--- config.mk ---
export PLATFORM = sky130hd
export DESIGN_NAME = fetch_unit
export DESIGN_NICKNAME = d
export VERILOG_FILES = /design/src/rtl/fetch_unit.sv
export SDC_FILE = /design/constraint.sdc
export NUM_CORES = 1
export LEC_CHECK = 0
export ABC_CLOCK_PERIOD_IN_PS = 21000
export CORE_ASPECT_RATIO = 1.1
export CORE_MARGIN = 2
export CORE_UTILIZATION = 56
export DETAILED_ROUTE_END_ITERATION = 16
export GPL_ROUTABILITY_DRIVEN = 0
export GPL_TIMING_DRIVEN = 0
export MAX_ROUTING_LAYER = met4
export PLACE_DENSITY = 0.94
export SLEW_MARGIN = 10
export SYNTH_ARGS = -nofsm -noshare
export SYNTH_HDL_FRONTEND = slang
export SYNTH_SLANG_ARGS = --single-unit
--- constraint.sdc ---
create_clock -name clk_i -period 21 [get_ports clk_i]
set_clock_uncertainty 0.15 [all_clocks]
set_input_delay 6.3 -clock clk_i [delete_from_list [all_inputs] [get_ports clk_i]]
set_output_delay 6.3 -clock clk_i [all_outputs]
set_load 0.01 [all_outputs]
--- src/rtl/fetch_unit.sv ---
// Instruction-fetch stage: boots the PC from a two-word reset vector, then assembles short
// (one word) and long (word + immediate) instructions into a registered IF/ID output.
module fetch_unit #(
  parameter int unsigned ADDR_W   = 32,
  parameter int unsigned WORD_W   = 16,
  parameter int unsigned VEC_ADDR = 0,
  parameter int unsigned LONG_BIT = 15
) (
  input  logic              clk_i,
  input  logic              rst_i,
  input  logic              stall_i,
  input  logic              redirect_i,
  input  logic [ADDR_W-1:0] redirect_pc_i,
  input  logic [WORD_W-1:0] mem_data_i,
  output logic [ADDR_W-1:0] mem_addr_o,
  output logic              mem_rd_o,
  output logic [WORD_W-1:0] instr_o,
  output logic [WORD_W-1:0] imm_o,
  output logic              instr_valid_o,
  output logic [ADDR_W-1:0] instr_pc_o,
  output logic [ADDR_W-1:0] pc_next_o
);

  typedef enum logic [1:0] {StVec0, StVec1, StFetch, StFetchImm} state_e;

  state_e              state_q, state_d;
  logic [ADDR_W-1:0]   pc_q, pc_d;
  logic [WORD_W-1:0]   lat_q, lat_d;
  logic [ADDR_W-1:0]   lat_pc_q, lat_pc_d;
  logic [WORD_W-1:0]   instr_q, instr_d;
  logic [WORD_W-1:0]   imm_q, imm_d;
  logic [ADDR_W-1:0]   instr_pc_q, instr_pc_d;
  logic [ADDR_W-1:0]   pc_next_q, pc_next_d;
  logic                valid_q, valid_d;

  logic [ADDR_W-1:0]   pc_inc;
  logic [2*WORD_W-1:0] vec_word;

  assign pc_inc   = pc_q + ADDR_W'(1);
  assign vec_word = {mem_data_i, lat_q};

  always_comb begin
    state_d    = state_q;
    pc_d       = pc_q;
    lat_d      = lat_q;
    lat_pc_d   = lat_pc_q;
    instr_d    = instr_q;
    imm_d      = imm_q;
    instr_pc_d = instr_pc_q;
    pc_next_d  = pc_next_q;
    valid_d    = 1'b0;
    mem_rd_o   = 1'b1;
    mem_addr_o = pc_q;

    unique case (state_q)
      StVec0: begin
        mem_addr_o = ADDR_W'(VEC_ADDR);
        lat_d      = mem_data_i;
        state_d    = StVec1;
      end
      StVec1: begin
        mem_addr_o = ADDR_W'(VEC_ADDR + 1);
        pc_d       = ADDR_W'(vec_word);
        state_d    = StFetch;
      end
      StFetch, StFetchImm: begin
        if (redirect_i) begin
          // Any half-assembled long instruction and this cycle's word are dropped.
          pc_d    = redirect_pc_i;
          state_d = StFetch;
        end else if (stall_i) begin
          mem_rd_o = 1'b0;
          valid_d  = valid_q;
        end else if (state_q == StFetch && mem_data_i[LONG_BIT]) begin
          lat_d    = mem_data_i;
          lat_pc_d = pc_q;
          pc_d     = pc_inc;
          state_d  = StFetchImm;
        end else if (state_q == StFetch) begin
          instr_d    = mem_data_i;
          imm_d      = '0;
          instr_pc_d = pc_q;
          pc_next_d  = pc_inc;
          valid_d    = 1'b1;
          pc_d       = pc_inc;
        end else begin
          instr_d    = lat_q;
          imm_d      = mem_data_i;
          instr_pc_d = lat_pc_q;
          pc_next_d  = pc_inc;
          valid_d    = 1'b1;
          pc_d       = pc_inc;
          state_d    = StFetch;
        end
      end
      default: state_d = StVec0;
    endcase
  end

  always_ff @(posedge clk_i or posedge rst_i) begin
    if (rst_i) begin
      state_q    <= StVec0;
      pc_q       <= '0;
      lat_q      <= '0;
      lat_pc_q   <= '0;
      instr_q    <= '0;
      imm_q      <= '0;
      instr_pc_q <= '0;
      pc_next_q  <= '0;
      valid_q    <= 1'b0;
    end else begin
      state_q    <= state_d;
      pc_q       <= pc_d;
      lat_q      <= lat_d;
      lat_pc_q   <= lat_pc_d;
      instr_q    <= instr_d;
      imm_q      <= imm_d;
      instr_pc_q <= instr_pc_d;
      pc_next_q  <= pc_next_d;
      valid_q    <= valid_d;
    end
  end

  assign instr_o       = instr_q;
  assign imm_o         = imm_q;
  assign instr_pc_o    = instr_pc_q;
  assign pc_next_o     = pc_next_q;
  assign instr_valid_o = valid_q;

endmodule

After elaboration in Yosys (flattened, before gate mapping)

Index checks and enable logic that the tools add are counted.

Bits in registers: 179
Memories: 0
Memory bits (writable): 0
Bits in latches: 0
Output and inout port bits: 130
Bits in read-only memories: 0

Bitwise logic cells: 3
$lt $le $gt $ge: 0
Reduce and logical (&&, ||, !) cells: 10
Add/subtract/negate cells: 1
Shifts and indexed selects: 0
Equal/unequal tests: 8
Divide/modulo/power cells: 0
Multiply operators: 0
Multiplexer cells: 23

Operators by type and width:

| kind                                                                  | count |
|---|---|
| 32-bit case mux with 2 select lines                                   | 2 |
| 32-bit two-way mux                                                    | 3 |
| 16-bit two-way mux                                                    | 5 |
| 32-bit by 1-bit adder with 32-bit output, second input constant       | 1 |
| 16-bit case mux with 2 select lines                                   | 1 |
| 4-bit AND reduction                                                   | 3 |
| 2-bit two-way mux                                                     | 4 |
| 1-bit two-way mux                                                     | 7 |
| 2-bit inequality test, second input constant                          | 3 |
| 2-bit case mux with 3 select lines                                    | 1 |
| 2-bit equality test, second input constant                            | 2 |
| 4-bit inequality test, second input constant                          | 1 |
| 2-bit AND reduction                                                   | 2 |
| 2-bit nonzero test                                                    | 2 |
| 3-bit inequality test, second input constant                          | 1 |
| 1-bit NOT                                                             | 3 |
| 2-bit by 1-bit equality test with 1-bit output, second input constant | 1 |
| 2-bit zero test                                                       | 1 |
| 2-bit OR reduction                                                    | 1 |
| 1-bit logical AND                                                     | 1 |

Longest topological paths before layout

Gate-level depths: netlist (run 1).

Depth after elaboration: 6
Depth in mapped cells: 10
Gate-level depth less buffers: 6

Least setup slack after synthesis (run 1)

Ideal clock, no wire load.

Kind: in2out
From: in redirect_i
To: out mem_rd_o
Slack: 7.899 ns
Stages on the path: 2
Data arrival time: 6.651 ns
Cells stage by stage: buf_2 nand3b_1

Word-level cells in the longest chain between the ends: 2

RTL lines:

| what               | line | source |
|---|---|---|
| start: declaration | 12   | `input logic redirect_i,` |
| 1-bit two-way mux  | 67   | `if (redirect_i) begin` |
| 1-bit two-way mux  | 55   | `unique case (state_q)` |
| end: declaration   | 16   | `output logic mem_rd_o,` |

Every way passes these cells.

Final worst setup path (run 1)

From: in stall_i
To: out mem_rd_o

Word-level cells in the longest chain between the ends: 3

RTL lines:

| what               | line | source |
|---|---|---|
| start: declaration | 11   | `input logic stall_i,` |
| 1-bit two-way mux  | 71   | `end else if (stall_i) begin` |
| 1-bit two-way mux  | 67   |  |
| 1-bit two-way mux  | 55   |  |

Every way passes these cells.

==> results of run 1 <==
-- layout by cell type, fill, tap and decap left out, types with 7 or more instances in the layout --
master           netlist  layout
nand3_1               26      26
clkdlybuf4s50_1        0     180
o21ai_0              104     104
buf_4                  7       7
xor2_1                16      16
mux2_2                44      44
nor2_1                35      35
xnor2_1               15      15
dfrtp_1              179     179
clkbuf_1              35      36
clkbuf_16              0      17
a222oi_1               7       7
a21oi_1               20      20
nand2_1              114     114
a22oi_1               12      12
nand4_1               11      11
a22o_1                16      16
mux2i_1               54      54
and2_1                30      30
buf_2                 32      32
inv_1                  9       8
-- critical path: cells and delay by family --
family        cells  cell delay (ps)
buf+inv           2             1130
simple gates      1              200
-- final cells by class --
| cell class | count | area [um^2] |
|---|---|---|
| inverters | 10 | 45.0 |
| flip-flops and latches | 179 | 4480 |
| clock buffers | 21 | 470 |
| clock inverters | 10 | 155 |
| plain buffers | 77 | 355 |
| multi-input cells | 587 | 3860 |
| repair buffers | 181 | 1830 |
| well taps | 196 | 245 |
| fillers | 981 | 3730 |
-- state kept, by name, indices dropped and copies added, names as in the netlist --
register / cells
instr_o: 16
lat_pc_q: 32
imm_o: 16
pc_next_o: 32
state_q: 2
instr_valid_o: 1
pc_q: 32
instr_pc_o: 32
lat_q: 16
-- through the flow --
step	worst slack, ps	area, um^2
final	6920	11400
after global placement	6960	10800
after CTS	6950	11400
after global routing	6920	11400
after floorplan	7900	8740
after detailed placement	6970	10800
-- synth_stat cells (7+ instances only) --
library cell | count | area share, %
clkbuf_1 | 35 | 1.5
nand3_1 | 26 | 1.5
mux2_2 | 44 | 5.7
a22oi_1 | 12 | 1.0
xnor2_1 | 15 | 1.5
inv_1 | 9 | 0.39
a21oi_1 | 20 | 1.1
nor2_1 | 35 | 1.5
buf_4 | 7 | 0.60
o21ai_0 | 104 | 6.0
and2_1 | 30 | 2.1
nand2_1 | 114 | 4.9
a222oi_1 | 7 | 0.80
buf_2 | 32 | 1.8
dfrtp_1 | 179 | 51
xor2_1 | 16 | 1.6
mux2i_1 | 54 | 6.2
a22o_1 | 16 | 1.6
nand4_1 | 11 | 0.79
-- routing by layer --
metal	vias up	GRT usage (%)	part of all wire, %	wire length [um]
met5	-	-	0	0
met4	0	22.5	6.6	1920
met3	179	7.60	11	3110
met2	680	55.1	46	13400
met1	3857	44.9	36	10500
li1	3419	-	-	-
-- worst min path at each step --
stage                          end  slack [ps]
finish              instr_pc_o[23]         330
global route        instr_pc_o[14]         360
CTS                 instr_pc_o[23]         340
detailed placement  instr_pc_o[23]         320
global placement       lat_pc_q[4]         310
floorplan             lat_pc_q[19]         300
-- cells by family (layout without fill, tap and decap cells) --
logic type	after synthesis	after routing	share of synthesized area (%)
and+or+nand+nor	262	262	15.4
adders and majority gates	1	1	0.143
xor gates and xnor gates	31	31	3.11
muxes	98	98	11.9
buffers and inverters	87	299	4.50
DFF	179	179	51.3
AOI/OAI and AO/OA	195	195	13.8
-- where the power goes --
group	total, W	switching [W]	internal (W)
logic	0.000284	0.000139	0.000146
clock network	0.000341	0.000134	0.000207
registers	0.000459	0.0000472	0.000412
==> summary.txt, run 1 <==
Synth
  • EDFF count, synth: 0
  • Fraction of registers with async set/reset: 100%
  • Library cells used by synthesis: 56
  • Gate count of the mapped netlist: 853
  • Synthesis Warnings: 0
  • Syn nets: 906
  • Sequential area share after synthesis: 51.3%
  • Mapped Avg Cell Area: 10.2 um^2
  • Yosys reg bits: 179
  • Synthesized cell area: 8740 um^2
  • Ys flop type: dfrtp_1

Floorplan
  • Starting Density: 57.6%
  • Die W: 123 um
  • Core area: 15200 um^2
  • Placement Rows: 47
  • Die Height: 135 um
  • Top Ports: 182
  • Die area: 16600 um^2

Pwr
  • Final Power: 0.00108 W
  • Static leakage: 5.06 nW
  • Cell Pwr Density: 94.8 nW/um^2
  • Worst VDD drop: 0.0547 mV

Clocking
  • Root buffer cell: clkbuf_16
  • TritonCTS Buffers: 17
  • TritonCTS clock tree: built
  • CTS resizes: 0
  • Clk sinks: 179
  • CTS Buffer Depth: 2
  • Post-CTS Setup Bufs: 0
  • Worst-Skew Late Latency: 440 ps
  • H-tree lvl count: 4
  • Hold buffer count at CTS: 0
  • Reg clk slew, reported paths: 60 ps

STA
  • Final setup violation count: 0
  • Worst slew pin tran: 1040 ps
  • Max Freq: 71.0 MHz
  • Period minus WS final: 14080 ps
  • Final Max Slew Viols: 0
  • Final worst path period share: 67.1%
  • Rel. slew slack: 30.2%
  • Final hold vios: 0
  • RSZ-0062 raised after global routing: false
  • WHS: 331 ps
  • Setup Total Neg Slack: 0 ps

Critical path
  • Crit path largest cell delay: 600 ps
  • Setup crit end kind: primary output
  • Top cell by count, worst path: clkdlybuf4s50_1
  • FF-to-FF path depth: 6
  • Required time worst endpoint: 14550 ps
  • Arrival time worst endpoint: 7630 ps
  • CP startpoint: stall_i
  • Slowest stage cell on the critical path: clkdlybuf4s50_1
  • Flop2flop setup slack: 18190 ps
  • Critical Path, Cell by Cell: clkdlybuf4s50_1 > nand3b_1 > clkdlybuf4s50_1
  • Worst reg2reg endpoint: pc_q[24]
  • Setup crit end: mem_rd_o
  • Reg-to-reg critical path startpoint: pc_q[1]
  • Crit path max fanout: 4
  • CP Launch Type: input pin
  • Setup CP Type: input pin to primary output

Layout
  • Fraction of layout cells with a size suffix above 1: 12.0%
  • Layout Cells excl Fill: 1261
  • Final core occ: 75.4%
  • P&R area growth vs syn: 31.0%
  • Number of diodes: 0
  • Final net count: 1106

Hold path
  • Hold Crit Depth: 2
  • Worst min-delay path category: flip-flop to flip-flop
  • Worst hold start: instr_pc_o[23]

Place
  • Buffers on Ports: 180
  • Dpl cells: 1230
  • Final HPWL DP: 20200 um

Drt
  • DR WL/cell: 22.9 um
  • 1st-iter DRT viols: 1342
  • Routed WL: 28900 um
  • DRC: 0
  • DRT Pass-1 Iters: 8
  • Drt via density: 6.45
  • Post-DRT Antenna Nets: 0
  • Vias: 8135

GRT
  • Grt ovf: 0
  • Largest net degree at the start of global routing: 111
  • Initial antenna violation count: 0
  • Vias in the first global route: 7975
  • GRT Util Overall: 36.5%
  • First-pass GRT wire length: 43500 um

Flow run
  • Max_cap viols: 0

Status
  • Outcome: finished, final reports clean
(Power assumes the default switching activity.)
==> run 2: changes to the inputs <==
--- a/config.mk
+++ b/config.mk
@@ -5,15 +5,15 @@
 export SDC_FILE = /design/constraint.sdc
 export NUM_CORES = 1
 export LEC_CHECK = 0
-export ABC_CLOCK_PERIOD_IN_PS = 21000
+export ABC_CLOCK_PERIOD_IN_PS = 11500
 export CORE_ASPECT_RATIO = 1.1
 export CORE_MARGIN = 2
-export CORE_UTILIZATION = 56
+export CORE_UTILIZATION = 47
 export DETAILED_ROUTE_END_ITERATION = 16
 export GPL_ROUTABILITY_DRIVEN = 0
 export GPL_TIMING_DRIVEN = 0
 export MAX_ROUTING_LAYER = met4
-export PLACE_DENSITY = 0.94
+export PLACE_DENSITY = 0.85
 export SLEW_MARGIN = 10
 export SYNTH_ARGS = -nofsm -noshare
 export SYNTH_HDL_FRONTEND = slang
==> constraint.sdc (replaced) <==
create_clock -name clk_i -period 11.5 [get_ports clk_i]
set_clock_uncertainty 0.15 [all_clocks]
set_input_delay 3.45 -clock clk_i [delete_from_list [all_inputs] [get_ports clk_i]]
set_output_delay 3.45 -clock clk_i [all_outputs]
set_load 0.01 [all_outputs]
==> run 2 against run 1 <==
  * Final cell count grew 3.6%
  * Sequential power increased by 82%
  * Count of clock-buffer cells in the layout unchanged
  * Clock power rose by 61%
  * First-iteration DRC count fell by 24%
  * Cell area is 0.20% lower
  * Setup slack worse by 3800 ps
==> summary.txt, run 2 (synthesis results as in run 1) <==
STA
  • Setup Total Neg Slack: 0 ps
  • Final Max Slew Viols: 0
  • Final hold vios: 0
  • Max Freq: 120 MHz
  • Period minus WS final: 8340 ps
  • Worst slew pin tran: 993 ps
  • RSZ-0062 raised after global routing: false
  • Rel. slew slack: 33.4%
  • WHS: 328 ps
  • Final WS setup: 3160 ps
  • Final setup violation count: 0
  • Final worst path period share: 72.5%

Critical path
  • Slowest stage cell on the critical path: clkdlybuf4s50_1
  • Top cell by count, worst path: clkdlybuf4s50_1
  • Crit path max fanout: 4
  • Flop2flop setup slack: 8840 ps
  • Arrival time worst endpoint: 4740 ps
  • Top delay family on crit path: buffers and inverters
  • CP Launch Type: input pin
  • Crit path largest cell delay: 580 ps
  • Stages on worst setup path: 3
  • Setup CP Type: input pin to primary output
  • Critical Path, Cell by Cell: clkdlybuf4s50_1 > nand3b_1 > clkdlybuf4s50_1
  • Required time worst endpoint: 7900 ps
  • FF-to-FF path depth: 5
  • Setup crit end kind: primary output
  • WP buf/inv: 2

Drt
  • Post-DRT Antenna Nets: 0
  • DRT Pass-1 Iters: 6
  • Drt via density: 5.99
  • Routed WL: 28700 um
  • 1st-iter DRT viols: 1023
  • Vias: 7833
  • DRC: 0
  • DR WL/cell: 21.9 um

Floorplan
  • Die area: 19700 um^2
  • Die Height: 147 um
  • Placement Rows: 52
  • Core area: 18300 um^2
  • Top Ports: 182
  • Starting Density: 47.8%
  • Die W: 134 um

GRT
  • Grt met3 use: 6.49%
  • Vias in the first global route: 7658
  • Initial antenna violation count: 0
  • Largest net degree at the start of global routing: 110
  • GRT Max-Usage Layer: met2
  • GRT Util Overall: 30.3%
  • Grt ovf: 0
  • First-pass GRT wire length: 43800 um
  • M2 GR Usage: 46.4%
  • Met1 global-route usage: 39.2%

Clocking
  • Clk sinks: 179
  • Post-CTS Setup Bufs: 0
  • CTS resizes: 0
  • H-tree lvl count: 4
  • TritonCTS Buffers: 17
  • Worst-Skew Late Latency: 440 ps
  • Hold buffer count at CTS: 0
  • CTS Buffer Depth: 2
  • TritonCTS clock tree: built
  • Reg clk slew, reported paths: 60 ps
  • Root buffer cell: clkbuf_16

Hold path
  • Hold Crit Depth: 2
  • Worst min-delay path category: flip-flop to flip-flop

Place
  • Dpl cells: 1277
  • Worst slack, placed: 3210 ps
  • Buffers on Ports: 180
  • Final HPWL DP: 20600 um

Layout
  • Fraction of layout cells with a size suffix above 1: 11.8%
  • P&R area growth vs syn: 30.7%
  • Final net count: 1106
  • Final core occ: 62.5%
  • Number of diodes: 0
  • Commonest non-fill, non-tap cell in the layout: clkdlybuf4s50_1
  • Most frequent cells in the layout: clkdlybuf4s50_1, dfrtp_1, nand2_1
  • Layout Cells excl Fill: 1307

Pwr
  • Worst VDD drop: 0.115 mV
  • Static leakage: 5.02 nW
  • Cell Pwr Density: 167 nW/um^2

Flow run
  • Max_cap viols: 0

Status
  • Outcome: finished, final reports clean
-- run 2: worst paths after layout --
kind,to,startpoint
max,mem_rd_o,stall_i
max reg2reg,pc_q[20],state_q[0]
min,instr_pc_o[14],instr_pc_o[14]
min in group asynchronous,instr_pc_o[24],rst_i
min reg2reg,instr_pc_o[14],instr_pc_o[14]
max in group asynchronous,pc_next_o[6],rst_i
-- run 2: routing by layer --
metal	part of all wire (%)	vias up
met4	4.2	0
met2	47	533
met3	10	85
li1	-	3419
met1	39	3796
met5	0	-
-- run 2: cell type report --
cell class | count | area, um^2
multi-input cells | 587 | 3860
inverters | 10 | 45.0
flip-flops and latches | 179 | 4480
well taps | 243 | 304
repair buffers | 181 | 1830
plain buffers | 77 | 355
fillers | 1450 | 6860
clock buffers | 21 | 460
clock inverters | 9 | 83.8
-- run 2: worst reg2reg max path: stages, from the launching register on --
cell and delay (ps):
dfrtp_1 400, buf_2 220, o21ai_1 800, clkbuf_1 600
o21ai_0 230, o311ai_0 150
-- run 2: per-stage QoR --
step / cell area (um^2) / power, W
6_report: 11400 / 0.00190
5_1_grt: 11400 / 0.00198
4_1_cts: 11400 / 0.00190
3_5_place_dp: 10900 / 0.00135
3_3_place_gp: 10800 / 0.00133
2_1_floorplan: 8740 / 0.00107
-- run 2: where the power goes --
group          internal [W]  switching, W  total (W)  leakage (nW)
combinational      0.000266      0.000251   0.000517          2.56
clock              0.000306      0.000243   0.000550         0.257
sequential         0.000752     0.0000831   0.000835          2.20
